$ cat src/rtl/mc_control_unit.sv
// ============================================================================
// Module   : mc_control_unit
// Function : ARM-subset control unit. Decodes the instruction, evaluates its
//            condition against a registered NZCV flag register, and sequences
//            the MUL/DIV unit through a start/done handshake with PC stall and
//            a one-cycle write-back. The abort timeout exists only when the
//            MC_TIMEOUT_EN macro is defined.
// Revision : 1.0 - initial release
// ============================================================================
`default_nettype none

module mc_control_unit #(
    parameter int MC_MAX_CYC = 64,
    parameter int CNT_W      = $clog2(MC_MAX_CYC + 1)
) (
    input  logic        CLK,
    input  logic        RESETn,
    input  logic [31:0] Instr,
    input  logic [3:0]  ALUFlags,
    input  logic        MDone,
    output logic        PCSrc,
    output logic        RegWrite,
    output logic        MemWrite,
    output logic        MemtoReg,
    output logic        ALUSrc,
    output logic [1:0]  ImmSrc,
    output logic [2:0]  RegSrc,
    output logic [1:0]  ALUControl,
    output logic        MStart,
    output logic        MCycleOp,
    output logic        MWrite,
    output logic        Busy,
    output logic [3:0]  Flags,
    output logic        MErr
);

    localparam logic [1:0] c_OP_DP  = 2'b00;
    localparam logic [1:0] c_OP_MEM = 2'b01;
    localparam logic [1:0] c_OP_BR  = 2'b10;

    localparam logic [1:0] c_ALU_ADD = 2'b00;
    localparam logic [1:0] c_ALU_SUB = 2'b01;
    localparam logic [1:0] c_ALU_AND = 2'b10;
    localparam logic [1:0] c_ALU_ORR = 2'b11;

    typedef enum logic [1:0] {
        S_IDLE   = 2'd0,
        S_MC_RUN = 2'd1,
        S_MC_WB  = 2'd2
    } state_t;

    state_t      r_state;
    state_t      w_state_next;
    logic [3:0]  r_flags;
    logic        w_is_mc;
    logic        w_branch;
    logic        w_reg_w;
    logic        w_mem_w;
    logic [1:0]  w_flag_w;
    logic        w_cond_ex;
    logic        w_issue;
    logic        w_timeout;
    logic        w_merr;
    logic        w_n;
    logic        w_z;
    logic        w_c;
    logic        w_v;
    logic        w_unused;

    assign w_unused = ^{Instr[19:8], Instr[3:0]};
    assign w_is_mc  = (Instr[27:26] == c_OP_DP) && !Instr[25] && (Instr[7:4] == 4'b1001);

    // w_flag_w: [1] = N/Z write, [0] = C/V write
    always_comb begin
        w_branch   = 1'b0;
        w_reg_w    = 1'b0;
        w_mem_w    = 1'b0;
        w_flag_w   = 2'b00;
        MemtoReg   = 1'b0;
        ALUSrc     = 1'b0;
        ImmSrc     = 2'b00;
        RegSrc     = 3'b000;
        ALUControl = c_ALU_ADD;
        MCycleOp   = 1'b0;
        if (w_is_mc) begin
            RegSrc   = 3'b100;
            MCycleOp = Instr[21];
        end else begin
            case (Instr[27:26])
                c_OP_DP: begin
                    ALUSrc = Instr[25];
                    case (Instr[24:21])
                        4'b0000: begin ALUControl = c_ALU_AND; w_reg_w = 1'b1; w_flag_w = {Instr[20], 1'b0};  end
                        4'b0010: begin ALUControl = c_ALU_SUB; w_reg_w = 1'b1; w_flag_w = {2{Instr[20]}};    end
                        4'b0100: begin ALUControl = c_ALU_ADD; w_reg_w = 1'b1; w_flag_w = {2{Instr[20]}};    end
                        4'b1100: begin ALUControl = c_ALU_ORR; w_reg_w = 1'b1; w_flag_w = {Instr[20], 1'b0};  end
                        4'b1010: begin ALUControl = c_ALU_SUB; w_flag_w = 2'b11; end
                        4'b1011: begin ALUControl = c_ALU_ADD; w_flag_w = 2'b11; end
                        default: ;
                    endcase
                end
                c_OP_MEM: begin
                    ALUSrc     = 1'b1;
                    ImmSrc     = 2'b01;
                    ALUControl = Instr[23] ? c_ALU_ADD : c_ALU_SUB;
                    if (Instr[20]) begin
                        w_reg_w  = 1'b1;
                        MemtoReg = 1'b1;
                    end else begin
                        w_mem_w = 1'b1;
                        RegSrc  = 3'b010;
                    end
                end
                c_OP_BR: begin
                    w_branch = 1'b1;
                    ALUSrc   = 1'b1;
                    ImmSrc   = 2'b10;
                    RegSrc   = 3'b001;
                end
                default: ;
            endcase
        end
    end

    assign {w_n, w_z, w_c, w_v} = r_flags;

    always_comb begin
        w_cond_ex = 1'b0;
        case (Instr[31:28])
            4'b0000: w_cond_ex = w_z;
            4'b0001: w_cond_ex = !w_z;
            4'b0010: w_cond_ex = w_c;
            4'b0011: w_cond_ex = !w_c;
            4'b0100: w_cond_ex = w_n;
            4'b0101: w_cond_ex = !w_n;
            4'b0110: w_cond_ex = w_v;
            4'b0111: w_cond_ex = !w_v;
            4'b1000: w_cond_ex = w_c && !w_z;
            4'b1001: w_cond_ex = !w_c || w_z;
            4'b1010: w_cond_ex = (w_n == w_v);
            4'b1011: w_cond_ex = (w_n != w_v);
            4'b1100: w_cond_ex = !w_z && (w_n == w_v);
            4'b1101: w_cond_ex = w_z || (w_n != w_v);
            4'b1110: w_cond_ex = 1'b1;
            default: w_cond_ex = 1'b0;
        endcase
    end

    // The abort-pulse cycle retires the held op, so it must not re-issue it.
    assign w_issue = (r_state == S_IDLE) && !w_merr;

    always_comb begin
        w_state_next = r_state;
        MStart       = 1'b0;
        MWrite       = 1'b0;
        Busy         = 1'b0;
        case (r_state)
            S_IDLE: begin
                if (w_is_mc && w_cond_ex && w_issue && RESETn) begin
                    MStart       = 1'b1;
                    Busy         = 1'b1;
                    w_state_next = S_MC_RUN;
                end
            end
            S_MC_RUN: begin
                Busy = 1'b1;
                if (MDone) begin
                    w_state_next = S_MC_WB;
                end else if (w_timeout) begin
                    w_state_next = S_IDLE;
                end
            end
            S_MC_WB: begin
                MWrite       = 1'b1;
                w_state_next = S_IDLE;
            end
            default: w_state_next = S_IDLE;
        endcase
    end

    assign PCSrc    = w_branch && w_cond_ex && w_issue;
    assign RegWrite = w_reg_w  && w_cond_ex && w_issue;
    assign MemWrite = w_mem_w  && w_cond_ex && w_issue;

    always_ff @(posedge CLK or negedge RESETn) begin
        if (!RESETn) begin
            r_state <= S_IDLE;
            r_flags <= 4'b0000;
        end else begin
            r_state <= w_state_next;
            if (w_flag_w[1] && w_cond_ex && w_issue) begin
                r_flags[3:2] <= ALUFlags[3:2];
            end
            if (w_flag_w[0] && w_cond_ex && w_issue) begin
                r_flags[1:0] <= ALUFlags[1:0];
            end
        end
    end

    assign Flags = r_flags;

`ifdef MC_TIMEOUT_EN
    logic [CNT_W-1:0] r_cnt;
    logic             r_merr;

    assign w_timeout = (r_state == S_MC_RUN) && ((r_cnt + CNT_W'(1)) == CNT_W'(MC_MAX_CYC));

    always_ff @(posedge CLK or negedge RESETn) begin
        if (!RESETn) begin
            r_cnt  <= '0;
            r_merr <= 1'b0;
        end else begin
            r_cnt  <= (r_state == S_MC_RUN) ? (r_cnt + CNT_W'(1)) : '0;
            r_merr <= w_timeout && !MDone;
        end
    end

    assign w_merr = r_merr;
`else
    logic w_unused_cfg;

    assign w_unused_cfg = (MC_MAX_CYC > CNT_W);
    assign w_timeout    = 1'b0;
    assign w_merr       = 1'b0;
`endif

    assign MErr = w_merr;

endmodule

`default_nettype wire

$ cat config.mk
export PLATFORM = sky130hd
export DESIGN_NAME = mc_control_unit
export DESIGN_NICKNAME = d
export VERILOG_FILES = /design/src/rtl/mc_control_unit.sv
export SDC_FILE = /design/constraint.sdc
export NUM_CORES = 1
export LEC_CHECK = 0
export ABC_AREA = 1
export CAP_MARGIN = 25
export CORE_ASPECT_RATIO = 0.75
export CORE_MARGIN = 2
export CORE_UTILIZATION = 32
export DETAILED_ROUTE_END_ITERATION = 16
export PLACE_DENSITY = 0.81
export SLEW_MARGIN = 20
export SYNTH_ARGS = -nofsm -noshare
export SYNTH_HDL_FRONTEND = slang
export SYNTH_SLANG_ARGS = --single-unit
$ cat constraint.sdc
create_clock -name CLK -period 3.2 [get_ports CLK]
set_input_delay 0.64 -clock CLK [delete_from_list [all_inputs] [get_ports CLK]]
set_output_delay 0.64 -clock CLK [all_outputs]
set_load 0.1 [all_outputs]
==> run metrics <==
outcome complete, no violations; footprint of the multi-input gates 557 µm²; Post-Place Setup Slack 0.105 ns; Max Freq 0.328 GHz; highest metal used met4; CTS Root Cell clkbuf_4; Synth Cell Area 795 µm²; worst skew pair latency 0.24 ns; cell count after synthesis 136; Final WS setup 0.155 ns; Residual DRC 0; Post-synth EDFFs 0; maximum VDD drop 0.167 mV; synth top area cells dfrtp_1 19%, nand2_1 17%, nor2_1 9.0%; simple-gate area share of the yosys netlist 50.6%; Routed met3 length 269 µm; total wire length 2340 µm; GRT overflow 0; fin nets 228; share of synthesized registers carrying an async set or reset 100%; CTS sink count 6; post_cts resized 0; Final Skew 0.00236 ns; Synth Area in Adders 7.87%; synth-to-layout area growth 79.4%; Final min period 3.04 ns; first-pass GRT wire length 4000 µm; post-synthesis sequential area ratio 18.9%; final instance area 1430 µm²; final cell utilization of the core 61.2%; ys flop type dfrtp_1; Post-Syn Nets 180; Final Max Slew Viols 0; final setup TNS 0 ns; share of layout cells above drive strength 1 25.8%; diode count 0; syn avg cell area 5.84 µm²; largest net degree at the start of global routing 11; H-tree depth 1; Setup Buffers After CTS 0; Die W 61.5 µm; Post-Synth XOR/XNOR Area 0%; post-synth cell types 26; Hold WS 0.517 ns; IO buf count 42; fill cell count 207; antenna violations before repair 0; Tcrit/Tclk final 95.1%; Vert. Die Dim 47.2 µm; Total GRT Usage 18.9%; Core Footprint 2330 µm²; row cnt 15; routability congestion estimate 0.968; P per Cell Area 444 nW/µm²; FF/Latch Area 150 µm²; met2 WL 1090 µm; drt pass-1 iters 4; hpwl dp 2040 µm; Num CTS Buffers 3; # setup viols final 0; Avg Vias per Cell 4.71; Starting Density 34.1%; Reg clk slew, reported paths 0.04 ns; dpl cell area 1400 µm²; CP Capture Type output port; CTS Buffer Depth 2; mux cell area share after synthesis 0%; worst hold path type reg -> reg; Max-Cap Viols 0; Synth Area in Compound Gates 8.50%; area leader, netlist dfrtp_1; arrival time worst endpoint 2.40 ns; top-area cell type share of the netlist area 18.9%; RSZ-0062 raised after global routing no; Iter 0 DRT Violations 51; Final Hold Viols 0; Hold-fix buffers, CTS 0; Metal-1 WL 942 µm; Crit Path Category in -> out; remaining antenna violation count 0; Die ar. 2900 µm²; largest family of logic cells by synthesized area simple AND/OR/NAND/NOR gates; Max FO, Critical Path 6; Synth Warn # 0; startpoint types input pin; drt wl/cell 10.8 µm; FF+latch count, synth 6; number of global-route vias before repair 994; Leakage 0.720 nW; # IOs 60; via count 1017; CTS tree done; Critical Path RT 2.56 ns
[registers in the layout, indices dropped and copies added, names as in the netlist]
| name | cells |
|---|---|
| r_state | 2 |
| Flags | 4 |
[Yosys cell counts (2+ instances only)]
cell type / n
nand3b_1: 3
nor2_1: 19
dfrtp_1: 6
a21oi_1: 5
and3_1: 2
ha_1: 5
inv_1: 17
clkinv_1: 2
inv_2: 4
buf_4: 3
nor3_1: 2
nand3_1: 14
nand2_2: 5
nand2_1: 37
[placed cells by master, fill, tap and decap left out, types with 3 or more instances in the layout]
cell type	instances
a21oi_1	5
nand3b_1	3
ha_1	4
buf_12	13
clkbuf_4	3
inv_1	14
inv_2	6
nand3_1	14
nor2_1	18
nand2_2	5
clkdlybuf4s50_1	22
nand2_1	37
dfrtp_1	6
buf_4	11
[metal layers]
layer	track usage (%)	up-vias
met5	0	-
met4	5.53	0
met3	9.64	4
met2	32.0	40
met1	21.1	455
li1	-	518
[through the flow]
step | power, W | instances
floorplan | 0.000437 | 136
detailed placement | 0.000565 | 213
CTS | 0.000636 | 216
global placement | 0.000557 | 213
finish | 0.000632 | 216
global route | 0.000674 | 216
[final cells by class]
cell class / count / area share [%]
repair buffers: 46 / 39.5
clock buffers: 3 / 1.58
well taps: 34 / 2.99
inverters: 23 / 6.32
flip-flops and latches: 6 / 10.5
multi-input cells: 104 / 39.1
[worst max-delay path, stage by stage]
cell and delay [ns]:
clkdlybuf4s50_1 0.53, inv_1 0.09, ha_1 0.21, inv_2 0.10, nor3_2 0.05, nand2_2 0.12
nand3_1 0.13, a21oi_1 0.17, o21a_1 0.19, buf_12 0.18
[final timing paths]
check,from,end,slack (ns),cells past startpoint
min in group asynchronous,RESETn,Flags[3],0.69,2
max in group asynchronous,RESETn,r_state[0],2.39,2
worst max register to register,Flags[3],r_state[0],1.81,10
worst max-delay path,Instr[27],RegWrite,0.16,10
worst min-delay path,Flags[1],Flags[1],0.52,2
worst min register to register,Flags[1],Flags[1],0.52,2
[cells by family (layout without fill, tap and decap cells)]
logic type / Yosys count / after routing
other: 1 / 1
and+or+nand+nor: 87 / 87
AOI/OAI and AO/OA: 11 / 11
DFF: 6 / 6
adders and majority gates: 5 / 5
buffers and inverters: 26 / 72
[power breakdown]
| group | internal [W] | switching [W] | total [W] |
|---|---|---|---|
| registers | 0.0000954 | 0.0000228 | 0.000118 |
| clock network | 0.0000423 | 0.0000254 | 0.0000677 |
| logic | 0.000125 | 0.000321 | 0.000446 |
| total | 0.000263 | 0.000370 | 0.000632 |
Power figures use the tool's default switching activity.
